## src/rtl/tx_sched_pkg.sv

```systemverilog
// Shared types for the TX scheduler: FSM state encoding and the byte type
// carried on both the command and data channels.
package tx_sched_pkg;

    typedef enum logic [1:0] {
        IDLE  = 2'd0,
        FRAME = 2'd1,
        ISSUE = 2'd2,
        GAP   = 2'd3
    } tx_sched_state_e;

    typedef logic [7:0] tx_byte_t;

endpackage

```

## src/rtl/tx_sched_watchdog.sv

```systemverilog
// Mid-frame watchdog: counts enabled cycles and flags the cycle that reaches
// FRAME_TIMEOUT. The count saturates and never wraps.
module tx_sched_watchdog #(
    parameter int FRAME_TIMEOUT = 255
) (
    input  logic CLK_I,
    input  logic RST_NI,
    input  logic CLEAR_I,
    input  logic ENABLE_I,
    output logic EXPIRE_O
);

    localparam int TW = $clog2(FRAME_TIMEOUT + 1);
    localparam logic [TW-1:0] TERMINAL  = TW'(FRAME_TIMEOUT - 1);
    localparam logic [TW-1:0] SATURATED = TW'(FRAME_TIMEOUT);

    logic [TW-1:0] count_reg;

    // Expiry fires on the enabled cycle that would take the count to FRAME_TIMEOUT.
    assign EXPIRE_O = ENABLE_I && !CLEAR_I && (count_reg == TERMINAL);

    always_ff @(posedge CLK_I or negedge RST_NI) begin
        if (!RST_NI) begin
            count_reg <= '0;
        end else if (CLEAR_I) begin
            count_reg <= '0;
        end else if (ENABLE_I && (count_reg != SATURATED)) begin
            count_reg <= count_reg + TW'(1);
        end
    end

endmodule

```

## src/rtl/tx_scheduler.sv

```systemverilog
// Arbitrates the command and data channels onto the single escaping TX path.
// Data frames are atomic; commands win only at frame boundaries, bounded by a starvation limit.
module tx_scheduler
    import tx_sched_pkg::*;
#(
    parameter int CMD_MAX_CONSEC = 4,
    parameter int FRAME_TIMEOUT  = 255
) (
    input  logic       CLK_I,
    input  logic       RST_NI,
    input  logic       CMD_VALID_I,
    input  logic [7:0] CMD_I,
    output logic       CMD_READY_O,
    input  logic       DATA_VALID_I,
    input  logic [7:0] DATA_I,
    input  logic       DATA_LAST_I,
    output logic       DATA_READY_O,
    input  logic       TX_READY_I,
    output logic       WRITE_O,
    output logic       WRITE_COMMAND_O,
    output logic [7:0] DATA_SEND_O,
    output logic [7:0] COMMAND_O,
    output logic       BUSY_O,
    output logic       FRAME_ABORT_O
);

    localparam int CW = $clog2(CMD_MAX_CONSEC + 1);
    localparam logic [CW-1:0] CONSEC_MAX = CW'(CMD_MAX_CONSEC);

    tx_sched_state_e state_reg;
    logic [CW-1:0]   consec_reg;
    logic            frame_open_reg;
    logic            write_reg;
    logic            write_cmd_reg;
    logic            abort_reg;
    tx_byte_t        data_send_reg;
    tx_byte_t        command_reg;

    logic cmd_sel;
    logic cmd_ready;
    logic data_ready;
    logic cmd_acc;
    logic data_acc;
    logic wd_enable;
    logic wd_clear;
    logic wd_expire;

    // Readies are gated by RST_NI so they drop with the asynchronous reset too.
    always_comb begin
        cmd_sel    = CMD_VALID_I && !(DATA_VALID_I && (consec_reg == CONSEC_MAX));
        cmd_ready  = RST_NI && TX_READY_I && (state_reg == IDLE) && cmd_sel;
        data_ready = RST_NI && TX_READY_I &&
                     ((state_reg == FRAME) || ((state_reg == IDLE) && !cmd_sel));
        cmd_acc    = CMD_VALID_I && cmd_ready;
        data_acc   = DATA_VALID_I && data_ready;
        wd_enable  = (state_reg == FRAME) && TX_READY_I && !DATA_VALID_I;
        wd_clear   = (state_reg != FRAME) || data_acc;
    end

    tx_sched_watchdog #(
        .FRAME_TIMEOUT(FRAME_TIMEOUT)
    ) u_watchdog (
        .CLK_I   (CLK_I),
        .RST_NI  (RST_NI),
        .CLEAR_I (wd_clear),
        .ENABLE_I(wd_enable),
        .EXPIRE_O(wd_expire)
    );

    always_ff @(posedge CLK_I or negedge RST_NI) begin
        if (!RST_NI) begin
            state_reg      <= IDLE;
            consec_reg     <= '0;
            frame_open_reg <= 1'b0;
            write_reg      <= 1'b0;
            write_cmd_reg  <= 1'b0;
            abort_reg      <= 1'b0;
            data_send_reg  <= '0;
            command_reg    <= '0;
        end else begin
            write_reg     <= 1'b0;
            write_cmd_reg <= 1'b0;
            abort_reg     <= 1'b0;
            case (state_reg)
                IDLE: begin
                    if (cmd_acc) begin
                        command_reg    <= CMD_I;
                        write_cmd_reg  <= 1'b1;
                        frame_open_reg <= 1'b0;
                        state_reg      <= ISSUE;
                        // Only grants made over a waiting frame count toward starvation.
                        if (!DATA_VALID_I) begin
                            consec_reg <= '0;
                        end else if (consec_reg != CONSEC_MAX) begin
                            consec_reg <= consec_reg + CW'(1);
                        end
                    end else if (data_acc) begin
                        data_send_reg  <= DATA_I;
                        write_reg      <= 1'b1;
                        frame_open_reg <= !DATA_LAST_I;
                        consec_reg     <= '0;
                        state_reg      <= ISSUE;
                    end
                end
                FRAME: begin
                    if (data_acc) begin
                        data_send_reg  <= DATA_I;
                        write_reg      <= 1'b1;
                        frame_open_reg <= !DATA_LAST_I;
                        consec_reg     <= '0;
                        state_reg      <= ISSUE;
                    end else if (wd_expire) begin
                        abort_reg      <= 1'b1;
                        frame_open_reg <= 1'b0;
                        consec_reg     <= '0;
                        state_reg      <= IDLE;
                    end
                end
                ISSUE: begin
                    state_reg <= GAP;
                end
                GAP: begin
                    state_reg <= frame_open_reg ? FRAME : IDLE;
                end
                default: begin
                    state_reg <= IDLE;
                end
            endcase
        end
    end

    assign CMD_READY_O     = cmd_ready;
    assign DATA_READY_O    = data_ready;
    assign WRITE_O         = write_reg;
    assign WRITE_COMMAND_O = write_cmd_reg;
    assign DATA_SEND_O     = data_send_reg;
    assign COMMAND_O       = command_reg;
    assign BUSY_O          = (state_reg != IDLE);
    assign FRAME_ABORT_O   = abort_reg;

endmodule

```

## config.mk

```make
export PLATFORM = sky130hd
export DESIGN_NAME = tx_scheduler
export DESIGN_NICKNAME = d
export VERILOG_FILES = /design/src/rtl/tx_sched_pkg.sv /design/src/rtl/tx_sched_watchdog.sv /design/src/rtl/tx_scheduler.sv
export SDC_FILE = /design/constraint.sdc
export NUM_CORES = 1
export LEC_CHECK = 0
export CAP_MARGIN = 20
export CELL_PAD_IN_SITES_DETAIL_PLACEMENT = 1
export CELL_PAD_IN_SITES_GLOBAL_PLACEMENT = 1
export CORE_ASPECT_RATIO = 0.6
export CORE_MARGIN = 3
export CORE_UTILIZATION = 30
export DETAILED_ROUTE_END_ITERATION = 8
export PLACE_DENSITY_LB_ADDON = 0.08
export SYNTH_ARGS = -nofsm -noshare
export SYNTH_HDL_FRONTEND = slang
export SYNTH_HIERARCHICAL = 1
export SYNTH_SLANG_ARGS = --single-unit
```

## constraint.sdc

```tcl
create_clock -name CLK_I -period 2 [get_ports CLK_I]
set_input_delay 0.5 -clock CLK_I [delete_from_list [all_inputs] [get_ports CLK_I]]
set_output_delay 0.5 -clock CLK_I [all_outputs]
set_load 0.02 [all_outputs]
```

==> impl_metrics.py <==
metrics = {
    "status": {
        "status": "completed",
    },
    "yosys": {
        "ys_seq_area_frac": 0.532,
        "ys_async_sr_fraction": 1.00,
        "syn_avg_cell_area_um2": 11.6,
        "synth_top_area_frac": 0.532,
        "synthCells": 134,
        "synth_area_mm2": 0.00155,
        "yosysMostFrequentCell": "dfrtp_1",
        "synth_edf_count": 0,
        "synth_top_area_cell": "dfrtp_1",
        "synth.area.top_cells": "dfrtp_1 53%, mux2_2 13%, ha_1 3.2%",
        "yosysWarnings": 6,
        "ys_ff_latch": 33,
        "yosys-top-cells-count": "33 x dfrtp_1, 18 x mux2_2, 9 x inv_1",
        "synth_nets": 160,
        "synth_flop_cell": "dfrtp_1",
        "ys_types": 35,
    },
    "place": {
        "io_buffers": 43,
        "gp_congestion": 0.754,
        "place_area_mm2": 0.00224,
        "dp_slack_ns": -0.627,
        "dpl.hpwl_mm": 3.28,
    },
    "sta": {
        "fin_crit_sh": 0.970,
        "min_period_ns": 1.94,
        "report.final.slew_viol_count": 0,
        "hold_ws_ns": 0.414,
        "skew_ns": 0.00405,
        "rsz0062_at_grt": "false",
        "max-slew-margin-rel": 0.827,
        "setup_violations": 0,
        "finalHoldViolations": 0,
        "worstMarginPinSlew_ns": 0.257,
        "fin_ws_ns": 0.0595,
        "fmaxAchievable_mhz": 515,
    },
    "die": {
        "row_count": 19,
        "die_x_um": 98.9,
        "start_util": 0.325,
        "die_h_um": 61.7,
        "io_pins": 44,
        "die_area_mm2": 0.00610,
        "core_mm2": 0.00478,
    },
    "route": {
        "routed_wl_mm": 4.45,
        "wl_per_cell_um": 16.0,
        "drc": 0,
        "drt_iter0_markers": 16,
        "postRouteAntennaNets": 0,
        "num_vias": 1382,
        "drtPass1Iterations": 4,
        "viasPerCell": 4.97,
    },
    "cts": {
        "cts-root-buf": "clkbuf_8",
        "clk_path_buf_depth": 2,
        "numCtsBuffers": 5,
        "clk_pin_slew_ns": 0.07,
        "numClockSinks": 33,
        "clock_tree.htree_level_count": 2,
        "hold_buffers": 0,
        "cts_tree": "yes",
        "clkLatencyLatePin_ns": 0.28,
    },
    "setup_path": {
        "cp.required_ns": 1.50,
        "critPathCaptureType": "primary output",
        "crit_path_start_kind": "flip-flop",
        "arrival_ns": 1.44,
        "cp_max_fo": 5,
        "path_class": "flip-flop to primary output",
        "rrSetupSlack_ns": 0.14,
    },
    "pwr": {
        "peakVddDrop_mv": 0.615,
        "cellLeakagePower_uw": 0.00106,
        "total_power_uw": 3020,
        "pwr_density_cell_mw_per_mm2": 1220,
    },
    "finish": {
        "nFillCells": 507,
        "drive_gt1_frac": 0.372,
        "final_area_mm2": 0.00246,
        "area_delta_synth_final_pct": 58.7,
        "antenna_cells": 0,
        "final_util": 0.516,
        "layout.nets": 240,
    },
    "job": {
        "cap_violations": 0,
    },
    "grt": {
        "antenna_found_initial": 0,
        "grt_max_degree": 17,
        "overflow": 0,
        "grt_pass1_vias": 1477,
        "track_usage": 0.156,
        "grt_pass1_wl_mm": 7.19,
    },
    "worst_hold_path": {
        "hp-class": "input port to asynchronous set/reset pin",
    },
}
## power breakdown
group	internal, uW	switching [uW]	leakage (uW)
registers	885	131	0.000423
logic	720	636	0.000581
clock network	406	239	0.0000585
## metal layers
layer	vias to the layer above	global-route usage	share of wire
li1	648	-	-
met1	690	0.205	0.46
met2	44	0.238	0.46
met3	0	0.0691	0.080
met4	0	0.0467	0
met5	-	0	0
## worst paths after layout
| kind | start | to | cells past startpoint |
|---|---|---|---|
| worst min register to register | DATA_SEND_O[2] | DATA_SEND_O[2] | 1 |
| max in group asynchronous | RST_NI | consec_reg[1] | 3 |
| min in group CLK_I | DATA_SEND_O[2] | DATA_SEND_O[2] | 1 |
| worst min-delay path | RST_NI | COMMAND_O[1] | 2 |
| worst max register to register | state_reg[1] | frame_open_reg | 7 |
| worst max-delay path | state_reg[1] | BUSY_O | 3 |
## per-stage QoR
step	std cells	TNS, ns
finish	278	0
detailed placement	262	-10.68
global route	278	0
floorplan	134	0
CTS	275	0
global placement	262	-9.56
## repair_timing
action,in CTS,in global routing
resized for setup,19,11
buffers inserted,4,3
endpoints found under the hold margin,0,0
gates cloned,1,0
endpoints found under the setup margin,19,7
pin swaps,6,1
## cells in the final DEF (no fill, tap or decap), types with 2 or more instances in the layout
cell type / count
clkdlybuf4s50_1: 36
dfrtp_1: 33
buf_4: 33
mux2_2: 18
nor2_1: 7
inv_1: 7
nand2_1: 6
clkbuf_8: 6
a31oi_1: 5
a211oi_1: 5
nor3_1: 4
nand3_1: 4
o21ai_0: 4
dlygate4sd2_1: 4
a21oi_1: 3
ha_1: 3
inv_2: 2
nor2_4: 2
nand2b_1: 2
and4_2: 2
nand4_1: 2
## final cells by class
cell class	instances	area [um^2]	share of cell area
clock inverter	1	30.0	0.0122
timing repair buffer	74	656	0.266
tap	63	78.8	0.0320
clock buffer	7	86.3	0.0350
multi-input combinational	91	754	0.306
inverter	9	33.8	0.0137
sequential	33	826	0.335
## worst max-delay path, cell delays in order, from the launching register on
cell           delay [ns]
dfrtp_1              0.40
buf_4                0.16
or2_2                0.28
dlygate4sd2_1        0.32
## kinds of logic (layout without fill, tap and decap cells)
family	after synthesis	count (layout)	synth area share
adder cells (fa/ha/maj)	4	4	0.0322
AO/OA/AOI/OAI	21	21	0.0846
flip-flops	33	33	0.532
AND/OR/NAND/NOR	46	47	0.180
buffers and inverters	11	91	0.0314
multiplexers	19	19	0.140
No activity file was read; power rests on OpenSTA's default activity.
